--- config.mk ---
export PLATFORM = sky130hd
export DESIGN_NAME = fifo_ld_responder_flat
export DESIGN_NICKNAME = d
export VERILOG_FILES = /design/src/rtl/fifo_ld_responder_if.sv /design/src/rtl/fifo_ld_responder.sv /design/src/flat_wrapper.sv
export SDC_FILE = /design/constraint.sdc
export NUM_CORES = 1
export LEC_CHECK = 0
export CORE_AREA = 10 10 197 199
export CTS_BUF_LIST = sky130_fd_sc_hd__clkbuf_8
export DETAILED_ROUTE_END_ITERATION = 6
export DIE_AREA = 0 0 207 209
export HOLD_SLACK_MARGIN = 0.05
export PLACE_DENSITY = 0.5
export SETUP_SLACK_MARGIN = 0.02
export SLEW_MARGIN = 20
export SYNTH_ARGS = -nofsm -noshare
export SYNTH_HDL_FRONTEND = slang
export SYNTH_SLANG_ARGS = --single-unit
--- constraint.sdc ---
create_clock -name clk -period 11.6 [get_ports clk]
set_clock_uncertainty 0.2 [all_clocks]
set_input_delay 2.32 -clock clk [delete_from_list [all_inputs] [get_ports clk]]
set_output_delay 2.32 -clock clk [all_outputs]
set_load 0.05 [all_outputs]
--- src/rtl/fifo_ld_responder_if.sv ---
// fifo_ld_responder_if: load-request, load-response and memory-port signals of the FIFO load responder
interface fifo_ld_responder_if #(
  parameter int DEPTH  = 4,
  parameter int ADDR_W = 40,
  parameter int DATA_W = 64
);
  localparam int TW = $clog2(DEPTH);
  logic              ld_req_valid;
  logic              ld_req_ready;
  logic [ADDR_W-1:0] ld_req_addr;
  logic [1:0]        ld_req_size;
  logic [7:0]        ld_req_mshrid;
  logic              ld_resp_valid;
  logic [7:0]        ld_resp_mshrid;
  logic [DATA_W-1:0] ld_resp_data;
  logic              mem_req_valid;
  logic              mem_req_ready;
  logic [ADDR_W-1:0] mem_req_addr;
  logic [TW-1:0]     mem_req_tag;
  logic              mem_resp_valid;
  logic [TW-1:0]     mem_resp_tag;
  logic [DATA_W-1:0] mem_resp_data;
  modport slave (
    input  ld_req_valid, ld_req_addr, ld_req_size, ld_req_mshrid,
    output ld_req_ready,
    output ld_resp_valid, ld_resp_mshrid, ld_resp_data,
    output mem_req_valid, mem_req_addr, mem_req_tag,
    input  mem_req_ready,
    input  mem_resp_valid, mem_resp_tag, mem_resp_data
  );
  modport master (
    output ld_req_valid, ld_req_addr, ld_req_size, ld_req_mshrid,
    input  ld_req_ready,
    input  ld_resp_valid, ld_resp_mshrid, ld_resp_data,
    input  mem_req_valid, mem_req_addr, mem_req_tag,
    output mem_req_ready,
    output mem_resp_valid, mem_resp_tag, mem_resp_data
  );
endinterface

--- src/rtl/fifo_ld_responder.sv ---
// fifo_ld_responder: tracks up to DEPTH outstanding loads, issues aligned 8B reads, returns extracted bytes; FIFO_LD_RESP_CNT_EN adds a completed-load counter
module fifo_ld_responder #(
  parameter int DEPTH  = 4,
  parameter int ADDR_W = 40,
  parameter int DATA_W = 64
) (
  input  logic                clk,
  input  logic                rst,
  fifo_ld_responder_if.slave  io_ld,
  output logic                stray_o,
  output logic [31:0]         ld_cnt_o
);
  localparam int TW = $clog2(DEPTH);
  logic [DEPTH-1:0]  r_v;
  logic [7:0]        r_mshrid [DEPTH];
  logic [1:0]        r_size   [DEPTH];
  logic [2:0]        r_off    [DEPTH];
  logic              r_iss_v;
  logic [ADDR_W-1:0] r_iss_addr;
  logic [TW-1:0]     r_iss_tag;
  logic              r_resp_v;
  logic [7:0]        r_resp_mshrid;
  logic [DATA_W-1:0] r_resp_data;
  logic              r_stray;
  logic [TW-1:0]     w_idx;
  logic              w_ready;
  logic              w_fire;
  logic              w_hit;
  logic [1:0]        w_sz;
  logic [DATA_W-1:0] w_shift;
  logic [DATA_W-1:0] w_mask;
  assign w_ready = ~&r_v && (!r_iss_v || io_ld.mem_req_ready);
  assign w_fire  = io_ld.ld_req_valid && w_ready;
  assign w_hit   = io_ld.mem_resp_valid && r_v[io_ld.mem_resp_tag];
  assign w_sz    = r_size[io_ld.mem_resp_tag];
  assign w_shift = io_ld.mem_resp_data >> {r_off[io_ld.mem_resp_tag], 3'b000};
  assign w_mask  = {{32{w_sz == 2'd3}}, {16{w_sz[1]}}, {8{|w_sz}}, 8'hFF};
  // lowest-index free entry; frees landing this cycle are not yet visible here
  always_comb begin
    w_idx = '0;
    for (int i = DEPTH - 1; i >= 0; i--) w_idx = r_v[i] ? w_idx : TW'(i);
  end
  // outstanding-load table: free on a matching return, fill on request accept
  always_ff @(posedge clk or posedge rst) begin
    if (rst) begin
      r_v <= '0;
      for (int i = 0; i < DEPTH; i++) begin
        r_mshrid[i] <= '0;
        r_size[i]   <= '0;
        r_off[i]    <= '0;
      end
    end else begin
      if (w_hit) r_v[io_ld.mem_resp_tag] <= 1'b0;
      if (w_fire) begin
        r_v[w_idx]      <= 1'b1;
        r_mshrid[w_idx] <= io_ld.ld_req_mshrid;
        r_size[w_idx]   <= io_ld.ld_req_size;
        r_off[w_idx]    <= io_ld.ld_req_addr[2:0];
      end
    end
  end
  // single-slot issue register, held until the memory port accepts it
  always_ff @(posedge clk or posedge rst) begin
    if (rst) begin
      r_iss_v    <= 1'b0;
      r_iss_addr <= '0;
      r_iss_tag  <= '0;
    end else if (w_fire) begin
      r_iss_v    <= 1'b1;
      r_iss_addr <= {io_ld.ld_req_addr[ADDR_W-1:3], 3'b000};
      r_iss_tag  <= w_idx;
    end else if (io_ld.mem_req_ready) begin
      r_iss_v    <= 1'b0;
    end
  end
  // registered load response and sticky flag for returns on unallocated tags
  always_ff @(posedge clk or posedge rst) begin
    if (rst) begin
      r_resp_v      <= 1'b0;
      r_resp_mshrid <= '0;
      r_resp_data   <= '0;
      r_stray       <= 1'b0;
    end else begin
      r_resp_v <= w_hit;
      r_stray  <= r_stray || (io_ld.mem_resp_valid && !r_v[io_ld.mem_resp_tag]);
      if (w_hit) begin
        r_resp_mshrid <= r_mshrid[io_ld.mem_resp_tag];
        r_resp_data   <= w_shift & w_mask;
      end
    end
  end
`ifdef FIFO_LD_RESP_CNT_EN
  logic [31:0] r_cnt;
  // completed-load counter, wraps naturally at 2^32
  always_ff @(posedge clk or posedge rst) begin
    if (rst) r_cnt <= '0;
    else     r_cnt <= r_cnt + 32'(r_resp_v);
  end
  assign ld_cnt_o = r_cnt;
`else
  assign ld_cnt_o = '0;
`endif
  assign io_ld.ld_req_ready   = w_ready;
  assign io_ld.mem_req_valid  = r_iss_v;
  assign io_ld.mem_req_addr   = r_iss_addr;
  assign io_ld.mem_req_tag    = r_iss_tag;
  assign io_ld.ld_resp_valid  = r_resp_v;
  assign io_ld.ld_resp_mshrid = r_resp_mshrid;
  assign io_ld.ld_resp_data   = r_resp_data;
  assign stray_o              = r_stray;
endmodule

--- src/flat_wrapper.sv ---
// flat-port wrapper written by rule: the top's interface ports become plain ports
module fifo_ld_responder_flat 
#(
  parameter int DEPTH  = 4,
  parameter int ADDR_W = 40,
  parameter int DATA_W = 64
)
  (clk, rst, stray_o, ld_cnt_o, io_ld_ld_req_valid, io_ld_ld_req_addr, io_ld_ld_req_size, io_ld_ld_req_mshrid, io_ld_ld_req_ready, io_ld_ld_resp_valid, io_ld_ld_resp_mshrid, io_ld_ld_resp_data, io_ld_mem_req_valid, io_ld_mem_req_addr, io_ld_mem_req_tag, io_ld_mem_req_ready, io_ld_mem_resp_valid, io_ld_mem_resp_tag, io_ld_mem_resp_data);
  fifo_ld_responder_if #(.DEPTH(DEPTH), .ADDR_W(ADDR_W), .DATA_W(DATA_W)) io_ld_i ();
  input  logic clk;
  input  logic rst;
  output logic stray_o;
  output logic [31:0] ld_cnt_o;
  input wire logic [$bits(io_ld_i.ld_req_valid)-1:0] io_ld_ld_req_valid;
  input wire logic [$bits(io_ld_i.ld_req_addr)-1:0] io_ld_ld_req_addr;
  input wire logic [$bits(io_ld_i.ld_req_size)-1:0] io_ld_ld_req_size;
  input wire logic [$bits(io_ld_i.ld_req_mshrid)-1:0] io_ld_ld_req_mshrid;
  output wire logic [$bits(io_ld_i.ld_req_ready)-1:0] io_ld_ld_req_ready;
  output wire logic [$bits(io_ld_i.ld_resp_valid)-1:0] io_ld_ld_resp_valid;
  output wire logic [$bits(io_ld_i.ld_resp_mshrid)-1:0] io_ld_ld_resp_mshrid;
  output wire logic [$bits(io_ld_i.ld_resp_data)-1:0] io_ld_ld_resp_data;
  output wire logic [$bits(io_ld_i.mem_req_valid)-1:0] io_ld_mem_req_valid;
  output wire logic [$bits(io_ld_i.mem_req_addr)-1:0] io_ld_mem_req_addr;
  output wire logic [$bits(io_ld_i.mem_req_tag)-1:0] io_ld_mem_req_tag;
  input wire logic [$bits(io_ld_i.mem_req_ready)-1:0] io_ld_mem_req_ready;
  input wire logic [$bits(io_ld_i.mem_resp_valid)-1:0] io_ld_mem_resp_valid;
  input wire logic [$bits(io_ld_i.mem_resp_tag)-1:0] io_ld_mem_resp_tag;
  input wire logic [$bits(io_ld_i.mem_resp_data)-1:0] io_ld_mem_resp_data;
  assign io_ld_i.ld_req_valid = io_ld_ld_req_valid;
  assign io_ld_i.ld_req_addr = io_ld_ld_req_addr;
  assign io_ld_i.ld_req_size = io_ld_ld_req_size;
  assign io_ld_i.ld_req_mshrid = io_ld_ld_req_mshrid;
  assign io_ld_ld_req_ready = io_ld_i.ld_req_ready;
  assign io_ld_ld_resp_valid = io_ld_i.ld_resp_valid;
  assign io_ld_ld_resp_mshrid = io_ld_i.ld_resp_mshrid;
  assign io_ld_ld_resp_data = io_ld_i.ld_resp_data;
  assign io_ld_mem_req_valid = io_ld_i.mem_req_valid;
  assign io_ld_mem_req_addr = io_ld_i.mem_req_addr;
  assign io_ld_mem_req_tag = io_ld_i.mem_req_tag;
  assign io_ld_i.mem_req_ready = io_ld_mem_req_ready;
  assign io_ld_i.mem_resp_valid = io_ld_mem_resp_valid;
  assign io_ld_i.mem_resp_tag = io_ld_mem_resp_tag;
  assign io_ld_i.mem_resp_data = io_ld_mem_resp_data;
  fifo_ld_responder #(.DEPTH(DEPTH), .ADDR_W(ADDR_W), .DATA_W(DATA_W)) u_core (.clk(clk), .rst(rst), .io_ld(io_ld_i), .stray_o(stray_o), .ld_cnt_o(ld_cnt_o));
endmodule
# [Word level (Yosys, flattened, before mapping)]
# Cells that the tools add are included.
[word_totals] register_bits=170 in_bits=121 out_inout_bits=150
[classes] order_cmp=7 eq_ne=1 n_shift=1 n_mux=32 bitwise=6 reduce_logical=15
[op_table] op="$and 64x64->64" n=1
[op_table] op="$shr 64x6->64" n=1
[op_table] op="$bwmux 32" n=1
[op_table] op="$mux 8" n=3
[op_table] op="$bmux 8 s2" n=1
[op_table] op="$demux 8 s2" n=1
[op_table] op="$mux 2" n=7
[op_table] op="$bwmux 12" n=1
[op_table] op="$mux 3" n=3
[op_table] op="$bwmux 8" n=1
[op_table] op="$mux 4" n=2
[op_table] op="$logic_and 1x1->1" n=7
[op_table] op="$bmux 3 s2" n=1
[op_table] op="$demux 3 s2" n=1
[op_table] op="$ge 3x3->1 const B" n=2
[op_table] op="$lt 2x3->1 const B" n=2
[op_table] op="$not 2->3" n=2
[op_table] op="$mux 1" n=5
[op_table] op="$and 4x4->4" n=1
[op_table] op="$bmux 2 s2" n=1
[op_table] op="$demux 1 s2" n=2
[op_table] op="$demux 2 s2" n=1
[op_table] op="$ge 2x1->1 const B" n=2
[op_table] op="$not 4->4" n=1
[op_table] op="other kinds (9)" n=12

# [Logic depth before layout (Yosys ltp)]
# Gate-level depths: netlist of the first run.
[logic_depth] word_depth=10 mapped_depth=9 ltp_nobuf=6

# [Worst setup path after synthesis of the first run]
# No wires, ideal clock.
[synth_timing] path_type="input-to-output" startpoint="input port io_ld_mem_req_ready" endpoint="output port io_ld_ld_req_ready" t_arrival_ps=2902 required_ps=9080 setup_slack_ps=6178 cell_stages=2 path_cell_list="nand2b_1 o21a_1"
[synth_between] elab_chain_cells=2
[synth_lines] element="start: declaration" line_no="flat_wrapper.sv:25" source="input wire logic [$bits(io_ld_i.mem_req_ready)-1:0] io_ld_mem_req_ready;"
[synth_lines] element="$logic_or 1x1->1" line_no="fifo_ld_responder.sv:32" source="assign w_ready = ~&r_v && (!r_iss_v || io_ld.mem_req_ready);"
[synth_lines] element="$logic_and 1x1->1" line_no="fifo_ld_responder.sv:32"
[synth_lines] element="end: declaration" line_no="flat_wrapper.sv:18" source="output wire logic [$bits(io_ld_i.ld_req_ready)-1:0] io_ld_ld_req_ready;"
# No other way between the ends.

# [Worst setup path after layout of the first run]
# Same ends and word-level chain as after synthesis.

==> flow_summary.toml, run 1 <==
[synth]
syn_avg_cell_area_um2 = 12.2
synthesis.area_um2 = 8560
synth_cell_types = 41
ys.flop_type = "dfrtp_1"
synth.area.mux_share = 0.276
synth_most_common_cell = "dfrtp_1"
synthAdderAreaFrac = 0
ys_seq_area_frac = 0.497
synth_area_leaders = "dfrtp_1 (50%), mux2_2 (13%), mux2i_1 (8.4%)"
yosysTopAreaCell = "dfrtp_1"
synth.top_cell.area_share = 0.497
ys_top_cells_by_count = "dfrtp_1 (170), nand2_1 (113), mux2_2 (98), mux2i_1 (72), buf_4 (37)"
synthSimpleGateAreaFrac = 0.0743
yosysWarnings = 0
synth_cells = 702
synthArstFlopShare = 1.00
synth_top_family_by_area = "multiplexers"
synth_seq_cells = 170
synth_xor_area_frac = 0
synth_compound_area_frac = 0.0902
synth_edf_count = 0

[routing]
dr.pass1.iters = 5
wire_per_inst_um = 22.2
drcViolationCount = 0
vias = 6497
vias_per_cell = 4.66
drt-initial-drc-count = 349
ant_nets = 0
drt_wl_total_mm = 30.9

[placement]
pre_cts_ws_ps = 5140
portBuffers = 235
gp_congestion = 0.813
place_hpwl_mm = 22.6

[timing]
setup_tns_ps = 0
tightest_slew_ps = 1090
max_slew_margin = 0.275
rsz0062_at_grt = "false"
period_share = 0.556
max_freq_ghz = 0.155
layout_min_cycle_time_ps = 6450
finalHoldViolCount = 0
slew_viol_final = 0
setup_ws_ps = 5150
fin_hold_ws_ps = 284
setup_viol = 0

[critical_path]
crit_fanout = 4
required_ps = 9080
crit_arrival_ps = 3930
cp-start-kind = "primary input"
path_class = "primary input to primary output"
critPathCaptureType = "primary output"

[cts]
cts_root_buffer = "clkbuf_8"
clockBufferDepth = 2
cts_hold_buf = 0
htreeDepth = 4
cts_setup_buffers = 0
cts_tree = "done"
clock-sinks = 170
post_cts_resized = 0
clkLatencyLatePin_ps = 490
numCtsBuffers = 17
clkTransAtPathRegs_ps = 90

[worst_hold_path]
min-delay-path-class = "flop to flop"

[grt]
grt_antenna_before_repair = 5
overflow = 0
grt_pass1_vias = 6918
grt_max_degree = 81
grt_pass1_wl_mm = 46.8
grt_usage = 0.141

[cells_and_area]
layout.nets = 1039
fillers = 3584
syn_to_final_growth_pct = 35.5
drive_gt1_frac = 0.186

[floorplan]
core_um2 = 35100
io_pins = 271
rows = 69
die_y_um = 209
die_area_um2 = 43300
start_util = 0.244
die_w_um = 207

[power_and_ir_drop]
power_density_nw_per_um2 = 261
ir_drop_uv = 114
power_leakage_uw = 0.00494

[job]
drv_cap = 0

[run_status]
outcome = "finished, final reports clean"
==> final cells by class <==
cell class	count	area, um^2	share of cell area
diodes	2	5.00	0.000432
well taps	461	577	0.0497
inverters	4	20.0	0.00173
multi-input cells	479	3920	0.338
repair buffers	246	2430	0.210
clock inverters	14	136	0.0118
flip-flops and latches	170	4250	0.367
clock buffers	18	248	0.0214
==> layer usage <==
metal  track usage  share of wire  up-vias
met4        0.0357          0.012        8
li1              -              -     2938
met5             0         0.0015        -
met2         0.216           0.45      270
met3        0.0561          0.084       27
met1         0.181           0.45     3254
==> worst max-delay path: stages <==
cell and delay, ps:
clkdlybuf4s50_1 450, nand2b_1 160, o21a_1 180, clkdlybuf4s50_1 820
==> flip-flops by register name, summed over array words and instances (netlist names) <==
name and cells:
u_core.r_mshrid 32, u_core.r_v 4, u_core.r_size 8, u_core.r_off 12, u_core.io_ld.mem_req_tag 2, u_core.io_ld.ld_resp_valid 1
u_core.io_ld.mem_req_valid 1, u_core.stray_o 1, u_core.io_ld.ld_resp_mshrid 8, u_core.io_ld.mem_req_addr 37, u_core.io_ld.ld_resp_data 64
==> path summary, 6_finish.rpt <==
kind	from	end	slack, ps	cells past startpoint
worst max-delay path	io_ld_mem_req_ready	io_ld_ld_req_ready	5150	4
worst min-delay path	u_core.io_ld.ld_resp_data[10]$_DFFE_PP0N_	u_core.io_ld.ld_resp_data[10]$_DFFE_PP0N_	280	2
worst max register to register	u_core.r_v[3]$_DFF_PP0_	u_core.io_ld.ld_resp_data[28]$_DFFE_PP0N_	8040	7
worst min register to register	u_core.io_ld.ld_resp_data[10]$_DFFE_PP0N_	u_core.io_ld.ld_resp_data[10]$_DFFE_PP0N_	280	2
max in group asynchronous	rst	u_core.r_mshrid[9]$_DFFE_PP0P_	7260	4
min in group asynchronous	rst	u_core.io_ld.mem_req_addr[32]$_DFFE_PP0P_	2170	2
==> stage by stage <==
step	instances	area [um^2]	power, uW	utilization
finish	1394	11600	3030	0.331
global route	1392	11600	3200	0.331
CTS	1392	11600	3060	0.331
detailed placement	1360	11200	2620	0.320
global placement	1360	11200	2610	0.320
floorplan	736	8690	2080	-
==> layout by cell type (no fill, tap or decap), types with 2 or more instances in the layout <==
master           count
nand2b_1             4
o21ai_0             22
mux2_2              98
o22ai_1             14
conb_1              35
buf_4               11
dfrtp_1            170
o211ai_1             6
clkdlybuf4s50_1    235
diode_2              2
o2bb2ai_1            8
mux2i_1             72
mux4_2              24
clkbuf_8            18
nor3_1               2
nor2_1               9
inv_1                4
a22oi_1              7
clkinv_4             3
nand2_1            111
a221o_1              7
a32o_1               7
nand3_1              5
clkinv_2             2
a21o_1               2
inv_8                2
a32oi_1             10
inv_6                6
a22o_1              17
nand4_1              2
nand2_2              2
==> cell families (layout without fill, tap and decap cells) <==
logic type	after synthesis	in the layout
AO/OA/AOI/OAI	102	102
flip-flops	170	170
multiplexers	194	194
other	1	37
buffers and inverters	87	282
AND/OR/NAND/NOR	148	148
==> power breakdown <==
group	leakage [uW]	switching (uW)	internal (uW)
registers	0.00212	139	813
logic	0.00262	1010	629
clock network	0.000204	249	181
Power figures use the tool's default switching activity.
==> run 2, diff against run 1 <==
Settings changed: PLACE_DENSITY 0.5 to 0.52.
Clock period 11.6 ns to 5.5 ns, I/O delays scaled along.
==> flow_summary.toml, run 2 (same netlist as run 1, synthesis figures left out) <==
[floorplan]
die_y_um = 209
die_w_um = 207
start_util = 0.244
io_pins = 271
rows = 69
die_area_um2 = 43300
core_um2 = 35100

[grt]
grt_antenna_before_repair = 5
overflow = 0
grt_pass1_wl_mm = 46.1
grt_pass1_vias = 6910
grt_usage = 0.139
grt_max_degree = 171

[cts]
clkTransAtPathRegs_ps = 90
cts_tree = "done"
post_cts_resized = 0
clockBufferDepth = 2
cts_setup_buffers = 0
clkLatencyLatePin_ps = 490
numCtsBuffers = 17
cts_hold_buf = 0
cts_root_buffer = "clkbuf_8"
clock-sinks = 170
htreeDepth = 4

[critical_path]
crit_arrival_ps = 2730
required_ps = 4200
path_cells = "clkdlybuf4s50_1 > nand2b_1 > o21a_1 > clkdlybuf4s50_1"
crit_fanout = 4
path_buf_inv = 2
cpPeakStageDelay_ps = 840
rr_startpoint = "u_core.r_off[0]$_DFFE_PP0P_"
critPathLaunch = "io_ld_mem_req_ready"
rrSetupSlack_ps = 2750
cp_slowest_cell = "clkdlybuf4s50_1"
path_class = "primary input to primary output"
critPathCaptureType = "primary output"
crit_top_cell = "clkdlybuf4s50_1"
cp-start-kind = "primary input"
crit_family = "buffers and inverters"

[timing]
setup_viol = 0
max_slew_margin = 0.190
rsz0062_at_grt = "false"
tightest_slew_ps = 1210
slew_viol_final = 0
setup_ws_ps = 1470
max_freq_ghz = 0.248
period_share = 0.732
layout_min_cycle_time_ps = 4030
finalHoldViolCount = 0
setup_tns_ps = 0

[power_and_ir_drop]
ir_drop_uv = 285
power_density_nw_per_um2 = 550
power_leakage_uw = 0.00495

[cells_and_area]
syn_to_final_growth_pct = 36.0
final_cells = 1394
layout.nets = 1042
final_cell_mix = "clkdlybuf4s50_1 (235), dfrtp_1 (170), nand2_1 (111)"
largest_reg_flops = 64
final_common_cell = "clkdlybuf4s50_1"
antenna-diode-count = 0
fin_util = 0.332
drive_gt1_frac = 0.189

[job]
drv_cap = 0

[routing]
vias_per_cell = 4.69
drt-initial-drc-count = 425
ant_nets = 0
dr.pass1.iters = 5
drcViolationCount = 0
vias = 6539
drt_wl_total_mm = 30.6
wire_per_inst_um = 22.0

[placement]
gp_congestion = 0.845
place_hpwl_mm = 22.6
pre_cts_ws_ps = 1070
portBuffers = 235
dp.cells = 1363

[run_status]
outcome = "finished, final reports clean"

[worst_hold_path]
min-delay-path-class = "flop to flop"
min-delay-start = "u_core.io_ld.ld_resp_mshrid[6]$_DFFE_PP0N_"
## run 2: final cells by class
cell class              instances  area (um^2)
clock buffers                  19          262
clock inverters                12          139
fillers                      3595        23400
inverters                       4         18.8
multi-input cells             479         3920
flip-flops and latches        170         4250
well taps                     461          577
repair buffers                249         2470
## run 2: power breakdown
part           internal [uW]  total (uW)  switching, uW
Clock                    431         938            506
Combinational           1330        3460           2130
Sequential              1720        2010            293
Total                   3480        6400           2930
## run 2: path summary, 6_finish.rpt
| check | to | cells after the start |
|---|---|---|
| max in group asynchronous | u_core.io_ld.ld_resp_data[1]$_DFFE_PP0N_ | 3 |
| worst max-delay path | io_ld_ld_req_ready | 4 |
| worst min-delay path | u_core.io_ld.ld_resp_mshrid[6]$_DFFE_PP0N_ | 2 |
| min in group asynchronous | u_core.io_ld.mem_req_addr[32]$_DFFE_PP0P_ | 3 |
| worst max register to register | u_core.io_ld.ld_resp_data[0]$_DFFE_PP0N_ | 5 |
| worst min register to register | u_core.io_ld.ld_resp_mshrid[6]$_DFFE_PP0N_ | 2 |
## run 2: per-stage QoR
stage | hold slack (ps) | cell area (um^2) | power, uW
floorplan | 275 | 8690 | 4400
global placement | 263 | 11200 | 5510
detailed placement | 266 | 11200 | 5530
CTS | 286 | 11600 | 6500
global route | 307 | 11600 | 6760
finish | 279 | 11600 | 6400
## run 2: metal layers
| layer | global-route usage | vias to the layer above | share of wire |
|---|---|---|---|
| li1 | - | 2922 | - |
| met3 | 0.0598 | 29 | 0.092 |
| met2 | 0.221 | 270 | 0.47 |
| met1 | 0.172 | 3310 | 0.42 |
| met5 | 0 | - | 0.0022 |
| met4 | 0.0315 | 8 | 0.011 |
## run 2: tightest hold or removal path: cells and delay by family, from the launching register on
family	cells	cell delay (ps)
AND/OR/NAND/NOR	2	100
flip-flops	1	350
